`src/rtl/muldiv_pkg.sv`:
```
// Shared definitions for the multi-cycle multiply/divide sequencer:
// op encodings, FSM states and small decode helpers.
package muldiv_pkg;

    localparam int WIDTH_DEF = 32;

    typedef enum logic [1:0] {
        OP_MUL   = 2'b00,
        OP_MULTU = 2'b01,
        OP_DIV   = 2'b10,
        OP_DIVU  = 2'b11
    } op_e;

    typedef enum logic [2:0] {
        IDLE,
        PREP,
        CALC,
        FIX,
        DONE
    } state_e;

    function automatic int cnt_width(input int w);
        return (w > 1) ? $clog2(w) : 1;
    endfunction

    function automatic logic is_div(input op_e op);
        return op[1];
    endfunction

    function automatic logic is_signed_op(input op_e op);
        return ~op[0];
    endfunction

endpackage

```
`src/rtl/muldiv_if.sv`:
```
// Request/response bundle between the decoder/controller and the sequencer.
// master = CPU side (drives the request), slave = sequencer.
interface muldiv_if #(parameter int WIDTH = 32);
    import muldiv_pkg::*;

    logic             start;
    op_e              op;
    logic [WIDTH-1:0] a;
    logic [WIDTH-1:0] b;
    logic             stall;
    logic             done;
    logic             hilo_w;
    logic [WIDTH-1:0] hi_out;
    logic [WIDTH-1:0] lo_out;
    logic             div_by_zero;

    modport master (
        output start, op, a, b,
        input  stall, done, hilo_w, hi_out, lo_out, div_by_zero
    );

    modport slave (
        input  start, op, a, b,
        output stall, done, hilo_w, hi_out, lo_out, div_by_zero
    );

endinterface

```
`src/rtl/muldiv_signfix.sv`:
```
// Conditional two's-complement negate: abs() when i_neg is the operand sign,
// sign restore when i_neg is the recorded result sign.
module muldiv_signfix #(
    parameter int W = 32
) (
    input  logic [W-1:0] i_val,
    input  logic         i_neg,
    output logic [W-1:0] o_val
);

    assign o_val = i_neg ? -i_val : i_val;

endmodule

```
`src/rtl/muldiv_sequencer.sv`:
```
// Radix-2 shift-add multiply / restoring divide sequencer driving HI/LO.
// Optional macro MULDIV_EARLY_OUT_EN: multiply leaves CALC once the multiplier is exhausted.
module muldiv_sequencer
    import muldiv_pkg::*;
#(
    parameter int WIDTH = WIDTH_DEF
) (
    input logic     clk,
    input logic     rst,
    muldiv_if.slave bus
);

    localparam int CW = cnt_width(WIDTH);

    state_e             r_state;
    op_e                r_op;
    logic [WIDTH-1:0]   r_a, r_b;
    logic [2*WIDTH-1:0] r_acc, r_mcand;
    logic [WIDTH-1:0]   r_mplier;
    logic [CW-1:0]      r_cnt;
    logic               r_neg_res, r_neg_rem, r_dz;
    logic               r_done, r_dz_out;
    logic [WIDTH-1:0]   r_hi, r_lo;

    logic               w_a_neg, w_b_neg, w_early_out, w_q_bit;
    logic [WIDTH-1:0]   w_abs_a, w_abs_b, w_diff, w_rem_fix;
    logic [WIDTH:0]     w_rem_sh;
    logic [2*WIDTH-1:0] w_mul_next, w_div_next, w_fix_in, w_prod_fix;

    assign w_a_neg = is_signed_op(r_op) & r_a[WIDTH-1];
    assign w_b_neg = is_signed_op(r_op) & r_b[WIDTH-1];

    muldiv_signfix #(.W(WIDTH)) u_abs_a (.i_val(r_a), .i_neg(w_a_neg), .o_val(w_abs_a));
    muldiv_signfix #(.W(WIDTH)) u_abs_b (.i_val(r_b), .i_neg(w_b_neg), .o_val(w_abs_b));

    // Divide keeps {rem, quo} in r_acc and the divisor in r_mplier.
    assign w_rem_sh   = r_acc[2*WIDTH-1:WIDTH-1];
    assign w_q_bit    = (w_rem_sh >= {1'b0, r_mplier});
    assign w_diff     = w_rem_sh[WIDTH-1:0] - r_mplier;
    assign w_div_next = {w_q_bit ? w_diff : w_rem_sh[WIDTH-1:0], r_acc[WIDTH-2:0], w_q_bit};
    assign w_mul_next = r_mplier[0] ? (r_acc + r_mcand) : r_acc;

    assign w_fix_in = is_div(r_op) ? {{WIDTH{1'b0}}, r_acc[WIDTH-1:0]} : r_acc;

    muldiv_signfix #(.W(2*WIDTH)) u_fix_prod (.i_val(w_fix_in), .i_neg(r_neg_res), .o_val(w_prod_fix));
    muldiv_signfix #(.W(WIDTH)) u_fix_rem (
        .i_val(r_acc[2*WIDTH-1:WIDTH]), .i_neg(r_neg_rem), .o_val(w_rem_fix)
    );

`ifdef MULDIV_EARLY_OUT_EN
    assign w_early_out = !is_div(r_op) && (r_mplier == '0);
`else
    assign w_early_out = 1'b0;
`endif

    assign bus.stall       = ((r_state == IDLE) && bus.start) || (r_state inside {PREP, CALC, FIX});
    assign bus.done        = r_done;
    assign bus.hilo_w      = r_done;
    assign bus.div_by_zero = r_dz_out;
    assign bus.hi_out      = r_hi;
    assign bus.lo_out      = r_lo;

    // NOTE: sequential state uses non-blocking assignments only, so every
    // right-hand side below sees the pre-edge value of every register.
    always_ff @(posedge clk or negedge rst) begin
        if (!rst) begin
            r_state   <= IDLE;
            r_op      <= OP_MUL;
            r_a       <= '0;
            r_b       <= '0;
            r_acc     <= '0;
            r_mcand   <= '0;
            r_mplier  <= '0;
            r_cnt     <= '0;
            r_neg_res <= 1'b0;
            r_neg_rem <= 1'b0;
            r_dz      <= 1'b0;
            r_done    <= 1'b0;
            r_dz_out  <= 1'b0;
            r_hi      <= '0;
            r_lo      <= '0;
        end else begin
            r_done   <= 1'b0;
            r_dz_out <= 1'b0;
            case (r_state)
                IDLE: begin
                    if (bus.start) begin
                        r_op    <= bus.op;
                        r_a     <= bus.a;
                        r_b     <= bus.b;
                        r_state <= PREP;
                    end
                end
                PREP: begin
                    r_mplier  <= w_abs_b;
                    r_neg_res <= w_a_neg ^ w_b_neg;
                    r_neg_rem <= w_a_neg;
                    r_dz      <= is_div(r_op) && (r_b == '0);
                    r_cnt     <= CW'(WIDTH - 1);
                    if (is_div(r_op)) begin
                        r_acc   <= {{WIDTH{1'b0}}, w_abs_a};
                        r_mcand <= '0;
                    end else begin
                        r_acc   <= '0;
                        r_mcand <= {{WIDTH{1'b0}}, w_abs_a};
                    end
                    r_state <= CALC;
                end
                CALC: begin
                    if (w_early_out) begin
                        r_state <= FIX;
                    end else begin
                        if (is_div(r_op)) begin
                            r_acc <= w_div_next;
                        end else begin
                            r_acc    <= w_mul_next;
                            r_mcand  <= r_mcand << 1;
                            r_mplier <= r_mplier >> 1;
                        end
                        r_cnt <= r_cnt - CW'(1);
                        if (r_cnt == '0) r_state <= FIX;
                    end
                end
                FIX: begin
                    // Divide-by-zero bypasses the sign fix: HI keeps the raw dividend.
                    if (r_dz) begin
                        r_hi <= r_a;
                        r_lo <= '1;
                    end else if (is_div(r_op)) begin
                        r_hi <= w_rem_fix;
                        r_lo <= w_prod_fix[WIDTH-1:0];
                    end else begin
                        r_hi <= w_prod_fix[2*WIDTH-1:WIDTH];
                        r_lo <= w_prod_fix[WIDTH-1:0];
                    end
                    r_done   <= 1'b1;
                    r_dz_out <= r_dz;
                    r_state  <= DONE;
                end
                DONE:    r_state <= IDLE;
                default: r_state <= IDLE;
            endcase
        end
    end

endmodule

```
`src/flat_wrapper.sv`:
```
// flat-port wrapper written by rule: the top's interface ports become plain ports
module muldiv_sequencer_flat import muldiv_pkg::*;
#(
    parameter int WIDTH = WIDTH_DEF
)
  (clk, rst, bus_start, bus_op, bus_a, bus_b, bus_stall, bus_done, bus_hilo_w, bus_hi_out, bus_lo_out, bus_div_by_zero);
  muldiv_if #(.WIDTH(WIDTH)) bus_i ();
  input logic clk;
  input logic rst;
  input wire logic [$bits(bus_i.start)-1:0] bus_start;
  input wire logic [$bits(bus_i.op)-1:0] bus_op;
  input wire logic [$bits(bus_i.a)-1:0] bus_a;
  input wire logic [$bits(bus_i.b)-1:0] bus_b;
  output wire logic [$bits(bus_i.stall)-1:0] bus_stall;
  output wire logic [$bits(bus_i.done)-1:0] bus_done;
  output wire logic [$bits(bus_i.hilo_w)-1:0] bus_hilo_w;
  output wire logic [$bits(bus_i.hi_out)-1:0] bus_hi_out;
  output wire logic [$bits(bus_i.lo_out)-1:0] bus_lo_out;
  output wire logic [$bits(bus_i.div_by_zero)-1:0] bus_div_by_zero;
  assign bus_i.start = bus_start;
  assign bus_i.op = bus_op;
  assign bus_i.a = bus_a;
  assign bus_i.b = bus_b;
  assign bus_stall = bus_i.stall;
  assign bus_done = bus_i.done;
  assign bus_hilo_w = bus_i.hilo_w;
  assign bus_hi_out = bus_i.hi_out;
  assign bus_lo_out = bus_i.lo_out;
  assign bus_div_by_zero = bus_i.div_by_zero;
  muldiv_sequencer #(.WIDTH(WIDTH)) u_core (.clk(clk), .rst(rst), .bus(bus_i));
endmodule
```
`config.mk`:
```
export PLATFORM = sky130hd
export DESIGN_NAME = muldiv_sequencer_flat
export DESIGN_NICKNAME = d
export VERILOG_FILES = /design/src/rtl/muldiv_pkg.sv /design/src/rtl/muldiv_if.sv /design/src/rtl/muldiv_signfix.sv /design/src/rtl/muldiv_sequencer.sv /design/src/flat_wrapper.sv
export SDC_FILE = /design/constraint.sdc
export NUM_CORES = 1
export LEC_CHECK = 0
export ABC_AREA = 0
export BUFFER_PORTS_ARGS = -buffer_cell sky130_fd_sc_hd__buf_2
export CAP_MARGIN = 40
export CELL_PAD_IN_SITES_DETAIL_PLACEMENT = 1
export CELL_PAD_IN_SITES_GLOBAL_PLACEMENT = 1
export CORE_AREA = 5 5 238 240
export DETAILED_ROUTE_END_ITERATION = 16
export DIE_AREA = 0 0 243 245
export PLACE_DENSITY_LB_ADDON = 0.1
export SYNTH_ARGS = -nofsm -noshare
export SYNTH_HDL_FRONTEND = slang
export SYNTH_HIERARCHICAL = 1
export SYNTH_SLANG_ARGS = --single-unit
```
`constraint.sdc`:
```
create_clock -name clk -period 3.9 [get_ports clk]
set_input_delay 0 -clock clk [delete_from_list [all_inputs] [get_ports clk]]
set_output_delay 0 -clock clk [all_outputs]
set_load 0.01 [all_outputs]
```
* After elaboration in Yosys (flattened, before gate mapping) *
Index checks and enable logic that the tools add are counted.
W data, S select, Z words.

cells by class
  equal/unequal tests = 7
  reduce and logical (&&, ||, !) cells = 12
  magnitude comparators = 1
  $add $sub $neg = 7
  bitwise gates (word level) = 4
  muxes and demuxes = 24

operator list
  cell                   count
  $mux W32               10
  $mux W64               5
  $pmux W64 S2           2
  $neg A32 Y32           3
  $add A64 B64 Y64       1
  $neg A64 Y64           1
  $pmux W32 S2           1
  $ge A33 B32 Y1         1
  $logic_not A32 Y1      1
  $sub A32 B32 Y32       1
  $pmux W3 S4            1
  $pmux W5 S2            1
  $reduce_and A2 Y1      4
  $eq A3 B2 Y1 const B   2
  $mux W3                2
  $ne A2 B2 Y1 const B   3
  $logic_not A5 Y1       1
  $sub A5 B1 Y5 const B  1
  $eq A3 B1 Y1 const B   1
  $logic_not A3 Y1       1
  $ne A3 B1 Y1 const B   1
  $reduce_bool A3 Y1     1
  $and A1 B1 Y1          2
  $logic_and A1 B1 Y1    2
  5 further kinds        6

storage, ports and cells
  logic and storage cells = 70
  output and inout port bits = 68
  bits of input ports = 69
  flip-flop bits (word level) = 303

* Logic depth before layout (Yosys ltp) *
  depth in word-level cells = 5
  gate-level depth with buffers = 15
  depth with buffers taken out = 15

* Cells and area by module *
Netlist, hierarchy kept.

by module, submodules not included
  module                               area each (µm²)  instances  cells an instance  sequential area each (µm²)
  muldiv_sequencer                     19259.7          1          2300               7582.3
  muldiv_signfix (u_core.u_abs_a ...)  767.0            2          108                0.0
  muldiv_signfix (u_core.u_fix_prod)   1453.9           1          198                0.0
  muldiv_signfix (u_core.u_fix_rem)    748.2            1          99                 0.0

* Worst setup path after synthesis *
No wires, ideal clock.

  path type = reg2reg
  from = register u_core.r_op[1]
  to = register u_core.r_hi[31], in the netlist u_core/bus.hi_out[31]
  setup time = 0.083 ns
  buffers on the path = 4
  required time = 3.817 ns
  stages on the path, launching flop included = 15
  setup slack = -0.254 ns
  arrival = 4.072 ns
  clock period less this slack = 4.154 ns
  cells stage by stage = dfrtp_1 clkbuf_1 clkbuf_1 clkbuf_1 clkbuf_1 nor2b_1 or4_4 or4_4 or4_4 o41ai_2 xnor2_1 mux2i_1 nor2_1 a21oi_1 o21ai_0

on the way
  word-level cells in the longest chain between the ends = 5

ends and longest elaborated chain
  element                    RTL line                 text
  start, declared            muldiv_sequencer.sv:16   op_e r_op;
  start signal, assigned     muldiv_sequencer.sv:88   r_op <= bus.op;
  $mux W64                   muldiv_sequencer.sv:43   assign w_fix_in = is_div(r_op) ? {{WIDTH{1'b0}}, r_acc[WIDTH-1:0]} : r_acc;
  via u_core.w_fix_in[40]    muldiv_sequencer.sv:28   logic [2*WIDTH-1:0] w_mul_next, w_div_next, w_fix_in, w_prod_fix;
  $neg A64 Y64               muldiv_signfix.sv:11     assign o_val = i_neg ? -i_val : i_val;
  $mux W64                   muldiv_signfix.sv:11
  via u_core.w_prod_fix[63]  muldiv_sequencer.sv:28
  $mux W32                   muldiv_sequencer.sv:129  end else if (is_div(r_op)) begin
  $mux W32                   muldiv_sequencer.sv:126  if (r_dz) begin
  end signal, assigned       muldiv_sequencer.sv:127  r_hi <= r_a;
  end signal, assigned       muldiv_sequencer.sv:130  r_hi <= w_rem_fix;
  end signal, assigned       muldiv_sequencer.sv:133  r_hi <= w_prod_fix[2*WIDTH-1:WIDTH];
  end, declared              muldiv_sequencer.sv:23   logic [WIDTH-1:0] r_hi, r_lo;

The timed path passes the listed nets, and every way through them passes these cells.
A chain may end at the register's enable or synchronous reset.

* Worst setup path after layout *
  from = register u_core.r_acc[46]
  to = register u_core.r_acc[62]

on the way
  word-level cells in the longest chain between the ends = 4
  elaborated cells between the ends (all ways) = 7
  those cells by class = 2 x add/sub; 1 x order compare; 4 x mux

ends and longest elaborated chain
  element                                         RTL line                                        text
  start, declared                                 muldiv_sequencer.sv:18                          logic [2*WIDTH-1:0] r_acc, r_mcand;
  start signal, assigned                          muldiv_sequencer.sv:101                         r_acc <= {{WIDTH{1'b0}}, w_abs_a};
  start signal, assigned                          muldiv_sequencer.sv:114                         r_acc <= w_div_next;
  start signal, assigned                          muldiv_sequencer.sv:116                         r_acc <= w_mul_next;
  $add A64 B64 Y64, or another cell as far along  muldiv_sequencer.sv:41                          assign w_mul_next = r_mplier[0] ? (r_acc + r_mcand) : r_acc;
  $mux W64 or $mux W32 (tied branches)            muldiv_sequencer.sv:41, muldiv_sequencer.sv:40
  $mux W64 *                                      muldiv_sequencer.sv:113                         if (is_div(r_op)) begin
  $pmux W64 S2 *                                  muldiv_sequencer.sv:85                          case (r_state)

Every way passes the cells marked *; elsewhere a longest branch is shown, timed or not. The select of a mux whose other input is x is not followed.

==> flow_summary.json <==
{
  "status": "completed",
  "hpwl_um": 63900,
  "cts_root_buffer": "clkbuf_16",
  "p_int_w": 0.0124,
  "clock_power_share": 0.152,
  "endpoint_kind": "register",
  "syn_to_final_growth_pct": 15.7,
  "worst_slew_pin_slew_ns": 0.961,
  "core-area_sq_um": 54400,
  "drtIter0Drc": 1162,
  "synth_area_leaders": "dfrtp_1 (33%), xnor2_1 (7.7%), nand2_1 (7.6%), o21ai_0 (5.9%), ha_1 (5.5%)",
  "fillers": 6507,
  "grt_max_degree": 111,
  "synthCells": 2813,
  "grt_pass1_vias": 23000,
  "vias": 21800,
  "ys_ff_latch": 303,
  "maxSlewViolCount": 0,
  "drc": 0,
  "fin_crit_sh": 0.939,
  "critPathLaunchType": "register",
  "finalHoldViolations": 0,
  "synth-edff-count": 0,
  "async_flop_share": 1.00,
  "row_count": 86,
  "synth_cell_types": 90,
  "yosys-top-cells-count": "nand2_1 (468), dfrtp_1 (303), o21ai_0 (269)",
  "period_needed_ns": 3.66,
  "combPwrFrac": 0.596,
  "max_freq_ghz": 0.273,
  "syn-cell-area_sq_um": 23000,
  "io_buffers": 136,
  "power.switching_w": 0.0126,
  "die-area_sq_um": 59500,
  "yosys_warnings": 6,
  "cts_sinks": 303,
  "finalNonFillerCells": 3697,
  "dpl.cell_count": 3559,
  "leakagePower_nw": 11.7,
  "peakVddDrop_mv": 0.496,
  "synth_top_area_share": 0.330,
  "worstSetupPathType": "reg2reg",
  "setup_viol": 0,
  "antenna_found_initial": 2,
  "fin_skew_ns": 0.0275,
  "maxCapViolCount": 0,
  "h-tree-depth": 2,
  "initial_core_util": 0.422,
  "overflow": 0,
  "fin_util": 0.489,
  "synthFlopType": "dfrtp_1",
  "syn_nets": 2985,
  "clk_pin_slew_ns": 0.05,
  "yosysMostFrequentCell": "nand2_1",
  "hold_class": "in2async",
  "grtUsageTotal": 0.281,
  "gp_congestion": 0.918,
  "ios": 137,
  "wl_um": 85400,
  "p_sw_frac": 0.504,
  "cellPowerDensity_nw_per_um2": 936,
  "cp.required_ns": 4.31,
  "postCtsSetupRepairBufs": 0,
  "cts_buffer_depth": 3,
  "syn_area_per_cell_sq_um": 8.17,
  "seq_area_frac_synth": 0.330,
  "tritoncts": "done",
  "die_w_um": 243,
  "vias_per_cell": 5.91,
  "power_frac_seq": 0.253,
  "cts_buffers": 39,
  "final_nets": 3137,
  "clk_latency_ns": 0.57,
  "ant_nets": 0,
  "die_y_um": 245,
  "critPathArrivalTime_ns": 4.07,
  "relSlewSlack": 0.359,
  "layout-drive-gt1-share": 0.138,
  "grt_pass1_wl_um": 135000,
  "synth_top_area_cell": "dfrtp_1",
  "crit_path_max_fanout": 7,
  "wire_per_inst_um": 23.1,
  "drt_pass1_iterations": 5
}
area by class of cell:
class,count,area [sq um],share of cell area
diodes,2,5.00,0.000188
clock buffers,54,1080,0.0407
inverters,78,293,0.0110
multi-input cells,2254,14400,0.543
well taps,704,881,0.0331
repair buffers,289,2100,0.0790
flip-flops and latches,303,7590,0.285
clock inverters,13,221,0.00832
metal layers:
metal	up-vias	global-route usage	part of all wire
li1	10400	-	-
met1	10900	0.349	0.42
met2	443	0.501	0.50
met3	158	0.0313	0.032
met4	0	0.114	0.045
met5	-	0	0
registers in the layout (all words and copies together), names as in the netlist:
name and cells:
u_core/r_acc 64, u_core/r_mcand 64, u_core/bus.hi_out 32, u_core/bus.lo_out 32, u_core/r_a 32, u_core/r_b 32, u_core/r_mplier 32, u_core/r_cnt 5
u_core/r_state 3, u_core/r_op 2, u_core/bus.div_by_zero 1, u_core/bus.done 1, u_core/r_dz 1, u_core/r_neg_rem 1, u_core/r_neg_res 1
what timing repair did:
item / CTS / global route
resized for setup: 1 / 9
pin swaps: 0 / 1
endpoints found under the hold margin: 172 / 0
hold buffers: 69 / 0
cloned: 0 / 0
setup endpoints to repair: 1 / 9
final timing paths:
path,depth (start not counted),slack (ns),end,from
setup / recovery,12,0.24,u_core/r_acc[62]$_DFFE_PN0P_,u_core/r_acc[46]$_DFFE_PN0P_
hold / removal,2,0.11,u_core/bus.lo_out[13]$_DFFE_PN0P_,rst
setup reg to reg,12,0.24,u_core/r_acc[62]$_DFFE_PN0P_,u_core/r_acc[46]$_DFFE_PN0P_
hold reg to reg,2,0.46,u_core/bus.lo_out[31]$_DFFE_PN0P_,u_core/bus.lo_out[31]$_DFFE_PN0P_
max in group asynchronous,3,2.63,u_core/r_b[21]$_DFFE_PN0P_,rst
min in group clk,3,0.22,u_core/r_a[31]$_DFFE_PN0P_,bus_a[31]
through the flow:
step	setup TNS (ns)	hold slack [ns]	total power, W	cell area (sq um)	setup slack [ns]
after CTS	0	0.151	0.0250	26600	0.136
after detailed placement	-0.0105	0.163	0.0210	24600	-0.0105
after global placement	0	0.157	0.0206	24500	0.0639
after floorplan	0	-0.296	0.0158	23000	0.00274
after global routing	-0.00923	0.203	0.0267	26600	-0.00923
final	0	0.113	0.0249	26600	0.240
cells by family after synthesis:
group | count (synthesis) | synth area share
compound gates | 848 | 0.232
buf+inv | 256 | 0.0462
fa+ha+maj | 103 | 0.0567
simple gates | 950 | 0.191
flops | 303 | 0.330
xor+xnor | 237 | 0.0903
mux | 116 | 0.0541
layout by cell type (no fill, tap or decap), types with 51 or more instances in the layout:
master and n:
nand2_1 467, nor2_1 187, dlygate4sd3_1 69, o21ai_0 268
a31oi_1 51, inv_1 77, buf_2 135, mux2_2 66
dfrtp_1 300, buf_4 77, xnor2_1 203, a21oi_1 226
ha_1 101
critical path, cell delays in order (launching register included):
cell and delay (ns):
dfrtp_1 0.54, buf_4 0.23, ha_1 0.36, and3_1 0.24, nand2_1 0.13, nor4_1 0.55, and4b_1 0.30, nor3_1 0.40
nand3_1 0.15, a21oi_1 0.20, xor2_1 0.09, o21ai_0 0.21, o211ai_1 0.12
power by group through the flow:
| stage | Clock [W] | Combinational [W] | Sequential, W |
|---|---|---|---|
| after floorplan | 0 | 0.0101 | 0.00574 |
| after global placement | 0 | 0.0143 | 0.00626 |
| after detailed placement | 0 | 0.0146 | 0.00633 |
| after CTS | 0.00387 | 0.0148 | 0.00629 |
| after global routing | 0.00400 | 0.0162 | 0.00649 |
| final | 0.00378 | 0.0148 | 0.00629 |
No activity file was read; power rests on OpenSTA's default activity.
